===== src/rtl/reaction_pkg.sv =====
// Shared types and constants for the reaction-time tester: FSM states,
// LFSR seed/taps and the "no best time recorded" marker.
package reaction_pkg;

    typedef enum logic [1:0] {
        ST_IDLE,
        ST_DELAY,
        ST_MEASURE,
        ST_SHOW
    } state_t;

    localparam logic [15:0] LFSR_SEED = 16'hACE1;
    // Fibonacci taps 16/14/13/11 expressed as bit positions 15/13/12/10.
    localparam logic [15:0] LFSR_TAPS = 16'hB400;
    localparam logic [15:0] NO_BEST   = 16'hFFFF;

    function automatic logic [15:0] lfsr_step(input logic [15:0] value);
        return {value[14:0], ^(value & LFSR_TAPS)};
    endfunction

endpackage


===== src/rtl/ms_tick_gen.sv =====
// Millisecond tick divider; restart re-phases it so the first tick lands
// exactly one millisecond after the restart cycle.
module ms_tick_gen #(
    parameter int unsigned CLKS_PER_MS = 50_000
) (
    input  logic clk,
    input  logic rstn,
    input  logic restart,
    output logic tick
);

    localparam int unsigned W = $clog2(CLKS_PER_MS);
    localparam logic [W-1:0] DIV_MAX = W'(CLKS_PER_MS - 1);

    logic [W-1:0] div;

    // NOTE: sequential state uses non-blocking assignments so every register
    // samples the pre-edge values of the others, independent of block order.
    always_ff @(posedge clk or negedge rstn) begin
        if (!rstn) begin
            div <= '0;
        end else if (restart || div == DIV_MAX) begin
            div <= '0;
        end else begin
            div <= div + 1'b1;
        end
    end

    assign tick = (div == DIV_MAX);

endmodule


===== src/rtl/reaction_test_ctrl.sv =====
// Reaction-time tester: random pre-stimulus delay, stimulus LED, response
// timing in ms with false-start / timeout detection and a best-time record.
module reaction_test_ctrl
    import reaction_pkg::*;
#(
    parameter int unsigned CLK_HZ       = 50_000_000,
    parameter int unsigned MIN_DELAY_MS = 1000,
    parameter int unsigned TIMEOUT_MS   = 9999
) (
    input  logic        clk,
    input  logic        rstn,
    input  logic        start,
    input  logic        resp,
    input  logic        clear_best,
    output logic        led_stim,
    output logic        busy,
    output logic [15:0] result_ms,
    output logic        result_valid,
    output logic        early,
    output logic        timeout,
    output logic [15:0] best_ms
);

    localparam logic [15:0] MIN_DELAY = 16'(MIN_DELAY_MS);
    localparam logic [15:0] TIMEOUT   = 16'(TIMEOUT_MS);

    state_t      state_q, state_d;
    logic [15:0] lfsr_q;
    logic [15:0] cnt_q, cnt_d;
    logic [15:0] target_q, target_d;
    logic [15:0] result_d, best_d;
    logic        valid_d, early_d, timeout_d;
    logic [15:0] cnt_inc, tick_cnt;
    logic        tick, restart;

    ms_tick_gen #(.CLKS_PER_MS(CLK_HZ / 1000)) u_tick (
        .clk     (clk),
        .rstn    (rstn),
        .restart (restart),
        .tick    (tick)
    );

    // Saturating increment; tick_cnt is the count as seen after this cycle's tick.
    assign cnt_inc  = (cnt_q == 16'hFFFF) ? cnt_q : cnt_q + 16'd1;
    assign tick_cnt = tick ? cnt_inc : cnt_q;
    assign restart  = (state_d != state_q);

    always_ff @(posedge clk or negedge rstn) begin
        if (!rstn) begin
            state_q      <= ST_IDLE;
            lfsr_q       <= LFSR_SEED;
            cnt_q        <= '0;
            target_q     <= '0;
            result_ms    <= '0;
            result_valid <= 1'b0;
            early        <= 1'b0;
            timeout      <= 1'b0;
            best_ms      <= NO_BEST;
        end else begin
            state_q      <= state_d;
            lfsr_q       <= lfsr_step(lfsr_q);
            cnt_q        <= cnt_d;
            target_q     <= target_d;
            result_ms    <= result_d;
            result_valid <= valid_d;
            early        <= early_d;
            timeout      <= timeout_d;
            best_ms      <= best_d;
        end
    end

    // NOTE: every signal gets a hold default before the case so that no path
    // leaves it unassigned, which would otherwise infer a latch.
    always_comb begin
        state_d   = state_q;
        cnt_d     = cnt_q;
        target_d  = target_q;
        result_d  = result_ms;
        valid_d   = result_valid;
        early_d   = early;
        timeout_d = timeout;
        best_d    = best_ms;

        case (state_q)
            ST_IDLE, ST_SHOW: begin
                if (start) begin
                    state_d   = ST_DELAY;
                    target_d  = MIN_DELAY + {5'd0, lfsr_q[10:0]};
                    cnt_d     = '0;
                    valid_d   = 1'b0;
                    early_d   = 1'b0;
                    timeout_d = 1'b0;
                end
            end
            ST_DELAY: begin
                if (resp) begin
                    state_d  = ST_SHOW;
                    early_d  = 1'b1;
                    result_d = '0;
                end else if (tick) begin
                    cnt_d = cnt_inc;
                    if (cnt_inc == target_q) begin
                        state_d = ST_MEASURE;
                        cnt_d   = '0;
                    end
                end
            end
            ST_MEASURE: begin
                // A response on the timeout tick still counts as valid.
                if (resp) begin
                    state_d  = ST_SHOW;
                    result_d = tick_cnt;
                    valid_d  = 1'b1;
                    if (tick_cnt < best_ms) best_d = tick_cnt;
                end else if (tick) begin
                    cnt_d = cnt_inc;
                    if (cnt_inc == TIMEOUT) begin
                        state_d   = ST_SHOW;
                        timeout_d = 1'b1;
                        result_d  = TIMEOUT;
                    end
                end
            end
            default: state_d = ST_IDLE;
        endcase

        if (clear_best) best_d = NO_BEST;
    end

    assign led_stim = (state_q == ST_MEASURE);
    assign busy     = (state_q == ST_DELAY) || (state_q == ST_MEASURE);

endmodule


===== config.mk =====
export PLATFORM = sky130hd
export DESIGN_NAME = reaction_test_ctrl
export DESIGN_NICKNAME = d
export VERILOG_FILES = /design/src/rtl/reaction_pkg.sv /design/src/rtl/ms_tick_gen.sv /design/src/rtl/reaction_test_ctrl.sv
export SDC_FILE = /design/constraint.sdc
export NUM_CORES = 1
export LEC_CHECK = 0
export ABC_AREA = 1
export CELL_PAD_IN_SITES_DETAIL_PLACEMENT = 1
export CELL_PAD_IN_SITES_GLOBAL_PLACEMENT = 1
export CORE_MARGIN = 2
export CORE_UTILIZATION = 47
export CTS_CLUSTER_DIAMETER = 30
export DETAILED_ROUTE_END_ITERATION = 7
export GPL_ROUTABILITY_DRIVEN = 1
export GPL_TIMING_DRIVEN = 0
export PLACE_DENSITY_LB_ADDON = 0.1
export SLEW_MARGIN = 30
export SYNTH_ARGS = -nofsm -noshare
export SYNTH_HDL_FRONTEND = slang
export SYNTH_SLANG_ARGS = --single-unit

===== constraint.sdc =====
create_clock -name clk -period 6 [get_ports clk]
set_clock_uncertainty 0.05 [all_clocks]
set_input_delay 0.6 -clock clk [delete_from_list [all_inputs] [get_ports clk]]
set_output_delay 0.6 -clock clk [all_outputs]
set_load 0.03 [all_outputs]

==> impl_results.md, run 1 <==
* Status: finished, final reports clean
* CP Class: register to register
* VDD IR max at 0.3201 mV
* Clock Tree Root: clkbuf_16
* Switching power at 970.5 µW
* Delay of the slowest critical-path stage at 0.50 ns
* Crit start category: register
* CP Max Fanout at 10
* Required @ worst endpoint at about 6.2 ns
* Clock power frac at 24.4%
* Met2 Usage GRT at about 47%
* Hold Path Class: input pin to asynchronous set/reset pin
* Die ar. at 13100 µm²
* Actual slew at the worst max-slew pin at approximately 0.74 ns
* Post-CTS sizing at 0
* Yosys cell types at 45
* Net Count, Synth at 777
* Routed Antenna Nets at 0
* Clock Tree Buf Depth at 2
* Via count at roughly 5300
* Post-synthesis register bit count at 97
* Chip width at 114.4 µm
* Synth warn at 0
* Final Hold Violating Endpoints at 0
* Sw frac at 42.09%
* Synthesized area per cell at around 7.6 µm²
* RSZ-0062 raised after global routing: false
* DRT Pass-1 Iters at 5
* First-pass GRT wire length at 29060 µm
* Sum of negative setup slack at 0 ns
* Leakage at 3.143 nW
* Power density cells at approximately 350 nW/µm²
* Final Cycle Share at 63.66%
* Starting Density at 47.93%
* Routed len/inst at 18.34 µm
* Share of synthesized flip-flops with an asynchronous set or reset at 100.0%
* Final Max Tran Viols at 0
* Post-CTS setup buffers at 0
* P_int at 1.335 mW
* Post-layout net count at 830
* GPL Wtd Cong at 0.8857
* Height of the die at 114.4 µm
* Clock transition at path regs at around 0.070 ns
* Seq pwr share at 35.2%
* Worst Setup End Kind: register
* Largest net degree at the start of global routing at 57
* Grt met3 use at under 10%
* Routed vias/inst at roughly 5.6
* CTS Hold Buffers Added at 0
* Clk sinks at 97
* Input/output buffers at 41
* CTS Buf Count at 9
* Worst path slowest cell: dfrtp_1
* Area growth syn-to-layout at 15.78%
* Arrival time at the worst endpoint at 4.04 ns
* Top Usage Layer GRT: met2
* Relative slew slack at 50.04%
* Worst hold margin at between 0.09 and 0.1 ns
* WL final at 17550 µm
* Dpl hpwl at 13490 µm
* Number of synthesized flops with an enable pin at 0
* Grt total ovfl at 0
* Crit path cell chain: ha_1 > nand2_2 > nor2_4 > nand2_4 > inv_2 > nand2_4 > nand3_1 > nand2_1 > o21ai_0 > ha_1 > nand2_1 > nor2_1 > a211oi_1 > o21ai_0 > a31oi_1 > nand2_1 > clkbuf_1 > o21ai_0 > nand2_1
* Gate power share at 40.4%
* # diodes at 0
* Max-cap violation count at 0
* Final setup fails at 0
* TritonCTS clock tree: done
* Ports at 42
* Row cnt at 40
* Area after DPL at 6356 µm²
* DRT iter0 DRCs at 290
* Drc violations at 0
* Multi-input logic area at 2781 µm²
* M1 GR Usage at 38.90%
* Synth Cell Area at around 5700 µm²
* Post-synthesis instance total at 752
* Seq. cell area at between 2000 and 2500 µm²
* Clk_lat worst skew at 0.36 ns
* CP top delay family: simple AND/OR/NAND/NOR gates
* WP buf/inv at 2
* H-tree depth at 3
* Share of layout cells above drive strength 1 at 11.23%
* Most common flop cell mapped by yosys: dfrtp_1
* Final instance area at 6638 µm²
* Final Util at 55.49%
* Core area at ~12000 µm²
* Fillers at approximately 1500
* Cell mode on critical path: nand2_1
* Fin crit period at 3.819 ns
* GRT Util Overall at ~29%
* Sequential fraction of the synthesis area at a little over two fifths
* Fmax at 261.8 MHz
* Initial antenna violation count at 0
* Vias in the first global route at 5620
layout make-up:
type                       count  area share [%]
buffer                        21           1.565
multi-input combinational    530           41.90
clock buffer                  10           3.600
tap                          147           2.771
clock inverter                 6          0.6409
sequential                    97           37.02
timing repair buffer          42           6.616
inverter                     104           5.881
final timing paths:
kind                             from            end  slack [ns]  cells past startpoint
max                          cnt_q[0]     best_ms[2]        2.18                     19
max in group asynchronous        rstn    best_ms[15]        5.13                      2
min                              rstn  u_tick.div[8]         0.1                      1
max reg2reg                  cnt_q[0]     best_ms[2]        2.18                     19
min in group clk           lfsr_q[14]     lfsr_q[15]        0.30                      0
min reg2reg                lfsr_q[14]     lfsr_q[15]        0.30                      0
logic make-up (layout without fill, tap and decap cells):
logic type,after synthesis,after routing,synth area share (%)
AOI/OAI and AO/OA,137,137,13.84
xor gates and xnor gates,17,17,2.597
adders and majority gates,20,20,4.365
buffers and inverters,125,183,8.620
DFF,97,97,42.86
and+or+nand+nor,356,356,27.72
sequential cells by signal, indices dropped and copies added, names as in the netlist:
name and flops:
result_ms 16, cnt_q 16, u_tick.div 16, result_valid 1, state_q 2, best_ms 16
target_q 12, early 1, lfsr_q 16, timeout 1
power by group through the flow:
stage	logic [mW]	registers [mW]	clock network (mW)
floorplan	0.518	0.901	0
global placement	0.893	0.819	0
detailed placement	0.931	0.823	0
CTS	0.938	0.812	0.573
global route	1.02	0.823	0.597
finish	0.932	0.812	0.562
stage by stage:
stage | power (mW) | std cells | setup slack [ns]
3_5_place_dp | 1.754 | 941 | 2.297
6_report | 2.306 | 957 | 2.181
2_1_floorplan | 1.418 | 752 | 3.133
4_1_cts | 2.323 | 957 | 2.193
3_3_place_gp | 1.712 | 940 | 0.6280
5_1_grt | 2.444 | 957 | 1.837
synth_stat cells (all sizes together), types with 7 or more instances:
cell type	instances	area share, %
nand4	12	1.4
nand2	198	14
o22ai	17	1.9
dfrtp	73	32
o21ai	65	5.7
nand3	36	3.4
dfstp	24	11
buf	9	1.0
xor2	7	1.1
nor2	98	7.8
inv	103	6.7
xnor2	10	1.5
ha	20	4.4
a21oi	26	2.5
clkbuf	12	0.79
placed cells by master (no fill, tap or decap), types with 20 or more instances in the layout:
cell / netlist / routed
nand3_1: 34 / 34
o21ai_0: 58 / 58
dfrtp_1: 73 / 73
a21oi_1: 23 / 23
ha_1: 20 / 20
inv_1: 99 / 99
clkdlybuf4s50_1: 0 / 40
dfstp_2: 24 / 24
nor2_1: 79 / 79
nand2_1: 186 / 186
layer usage:
metal	up-vias	wire length [µm]	part of all wire [%]
met1	2629	7972	45
met3	25	726	4.1
met2	114	8507	48
li1	2546	-	-
met5	-	0	0
met4	0	344	2.0
(Power assumes the default switching activity.)
==> inputs of run 2 (changes only) <==
--- a/config.mk
+++ b/config.mk
@@ -9,7 +9,7 @@
 export CELL_PAD_IN_SITES_DETAIL_PLACEMENT = 1
 export CELL_PAD_IN_SITES_GLOBAL_PLACEMENT = 1
 export CORE_MARGIN = 2
-export CORE_UTILIZATION = 47
+export CORE_UTILIZATION = 44
 export CTS_CLUSTER_DIAMETER = 30
 export DETAILED_ROUTE_END_ITERATION = 7
 export GPL_ROUTABILITY_DRIVEN = 1
==> constraint.sdc (replaced) <==
create_clock -name clk -period 3.9 [get_ports clk]
set_clock_uncertainty 0.05 [all_clocks]
set_input_delay 0.39 -clock clk [delete_from_list [all_inputs] [get_ports clk]]
set_output_delay 0.39 -clock clk [all_outputs]
set_load 0.03 [all_outputs]
==> run 2 against run 1 <==
Against the previous run:
- sequential cell count is the same
- register-to-register slack got worse by 1.9 ns
- via count shrank 0.36%
- critical path type unchanged
- critical endpoint unchanged
==> impl_results.md, run 2 (synthesis results as in run 1) <==
* Relative slew slack at 53.87%
* Worst hold margin at 0.3095 ns
* CP top delay family: simple AND/OR/NAND/NOR gates
* WL final at 17910 µm
* Clk sinks at 97
* Worst Setup End Kind: register
* Routed len/inst at around 18 µm
* Initial antenna violation count at 0
* WP buf/inv at 2
* H-tree depth at 3
* Most common cell after layout, fill and taps aside: nand2_1
* Required @ worst endpoint at 4.11 ns
* Routed Antenna Nets at 0
* Final Cycle Share at between 90% and 100%
* Crit start category: register
* Worst path slowest cell: dfrtp_1
* First-pass GRT wire length at just under 30000 µm
* Arrival time at the worst endpoint at 3.81 ns
* # diodes at 0
* Actual slew at the worst max-slew pin at a little under 0.7 ns
* Final setup fails at 0
* Via count at 5295
* Height of the die at ~120 µm
* Grt total ovfl at 0
* Chip width at 118.1 µm
* Vias in the first global route at 5649
* Status: finished, final reports clean
* Die ar. at 13960 µm²
* Fmax at between 200 and 300 MHz
* GRT Util Overall at 26.76%
* Hold Path Class: register to register
* Largest net degree at the start of global routing at 54
* Max-cap violation count at 0
* Clock transition at path regs at roughly 0.070 ns
* Clock Tree Root: clkbuf_16
* Commonest non-fill, non-tap cells in the layout: nand2_1 (186), inv_1 (99), nor2_1 (79)
* VDD IR max at 0.3518 mV
* Starting Density at 45.25%
* Delay of the slowest critical-path stage at about 0.37 ns
* GPL Wtd Cong at 0.9210
* Final Total Pwr at 3.649 mW
* DP Cell Count at slightly below 1000
* Ports at 42
* Dpl hpwl at 13920 µm
* Share of layout cells above drive strength 1 at approximately an eighth
* Drc violations at 0
* CP Max Fanout at 10
* Row cnt at 41
* Clk_lat worst skew at 0.36 ns
* Finished Layout Cells at 983
* Crit path cell chain: ha_1 > nand2_1 > nor2_1 > nand2_1 > nor2_4 > clkbuf_2 > nand2_1 > o21ai_1 > ha_1 > nand2_1 > nor2_1 > a211oi_1 > o21ai_0 > a31oi_1 > nand2_1 > clkbuf_2 > o21ai_0 > nand2_1
* TritonCTS clock tree: done
* Cell mode on critical path: nand2_1
* CP Class: register to register
* Fillers at approximately 1600
* RSZ-0062 raised after global routing: false
* Routed vias/inst at 5.387
* DRT Pass-1 Iters at 4
* Final Max Tran Viols at 0
* Final Hold Violating Endpoints at 0
* Post-CTS setup buffers at 0
* DRT iter0 DRCs at 205
* Fin crit period at about 3.6 ns
* Clock Tree Buf Depth at 2
* Leakage at ~3.2 nW
* CTS Buf Count at 9
* Area growth syn-to-layout at 17.31%
* Input/output buffers at 41
* Core area at approximately 13000 µm²
* Power density cells at 542.7 nW/µm²
* Post-layout net count at between 800 and 900
run 2: area by class of cell:
| cell class | count | area, µm² | area share (%) |
|---|---|---|---|
| buffer | 21 | 107.6 | 1.600 |
| clock buffer | 12 | 266.5 | 3.963 |
| clock inverter | 4 | 50.05 | 0.7442 |
| inverter | 104 | 390.4 | 5.805 |
| multi-input combinational | 530 | 2788 | 41.45 |
| sequential | 97 | 2459 | 36.56 |
| tap | 172 | 215.2 | 3.200 |
| timing repair buffer | 43 | 449.2 | 6.679 |
run 2: path summary, 6_finish.rpt:
path	cells after the start	slack, ns	start	endpoint
max	18	0.30	u_tick.div[0]	best_ms[2]
min	0	0.31	lfsr_q[14]	lfsr_q[15]
max reg2reg	18	0.30	u_tick.div[0]	best_ms[2]
min reg2reg	0	0.31	lfsr_q[14]	lfsr_q[15]
max in group asynchronous	3	2.64	rstn	best_ms[5]
min in group asynchronous	2	0.49	rstn	u_tick.div[7]
run 2: layer usage:
metal / GRT usage, % / up-vias / part of all wire, %
met3: 3.089 / 25 / 4.4
met4: 8.584 / 0 / 1.8
li1: - / 2534 / -
met1: 34.83 / 2633 / 45
met5: 0 / - / 0
met2: 46.42 / 103 / 49
run 2: metrics by stage:
step	setup TNS (ns)	util (%)	setup slack, ns	cell area [µm²]
after floorplan	0	-	1.033	5733
after global placement	-90.36	50.18	-1.229	6359
after detailed placement	0	50.41	0.1222	6387
after CTS	0	52.99	0.07511	6714
after global routing	0	53.08	0.03928	6725
final	0	53.08	0.2952	6725
run 2: worst register-to-register path, stage by stage (launching register included):
cell and delay, ns:
dfrtp_1 0.37, ha_1 0.20, nand2_1 0.06, nor2_1 0.17, nand2_1 0.12, nor2_4 0.30, clkbuf_2 0.30, nand2_1 0.08
o21ai_1 0.25, ha_1 0.33, nand2_1 0.09, nor2_1 0.05, a211oi_1 0.18, o21ai_0 0.11, a31oi_1 0.16, nand2_1 0.11
clkbuf_2 0.23, o21ai_0 0.25, nand2_1 0.10
run 2: report_power, final:
group | leakage (nW) | internal, mW | switching, mW
Combinational | 1.79 | 0.454 | 0.990
Clock | 0.151 | 0.549 | 0.406
Sequential | 1.23 | 1.15 | 0.0995
run 2: timing repair:
| item | CTS | global route |
|---|---|---|
| hold buffers | 1 | 0 |
| endpoints found under the hold margin | 36 | 0 |
| gates resized for setup | 0 | 11 |
| endpoints found under the setup margin | 0 | 14 |
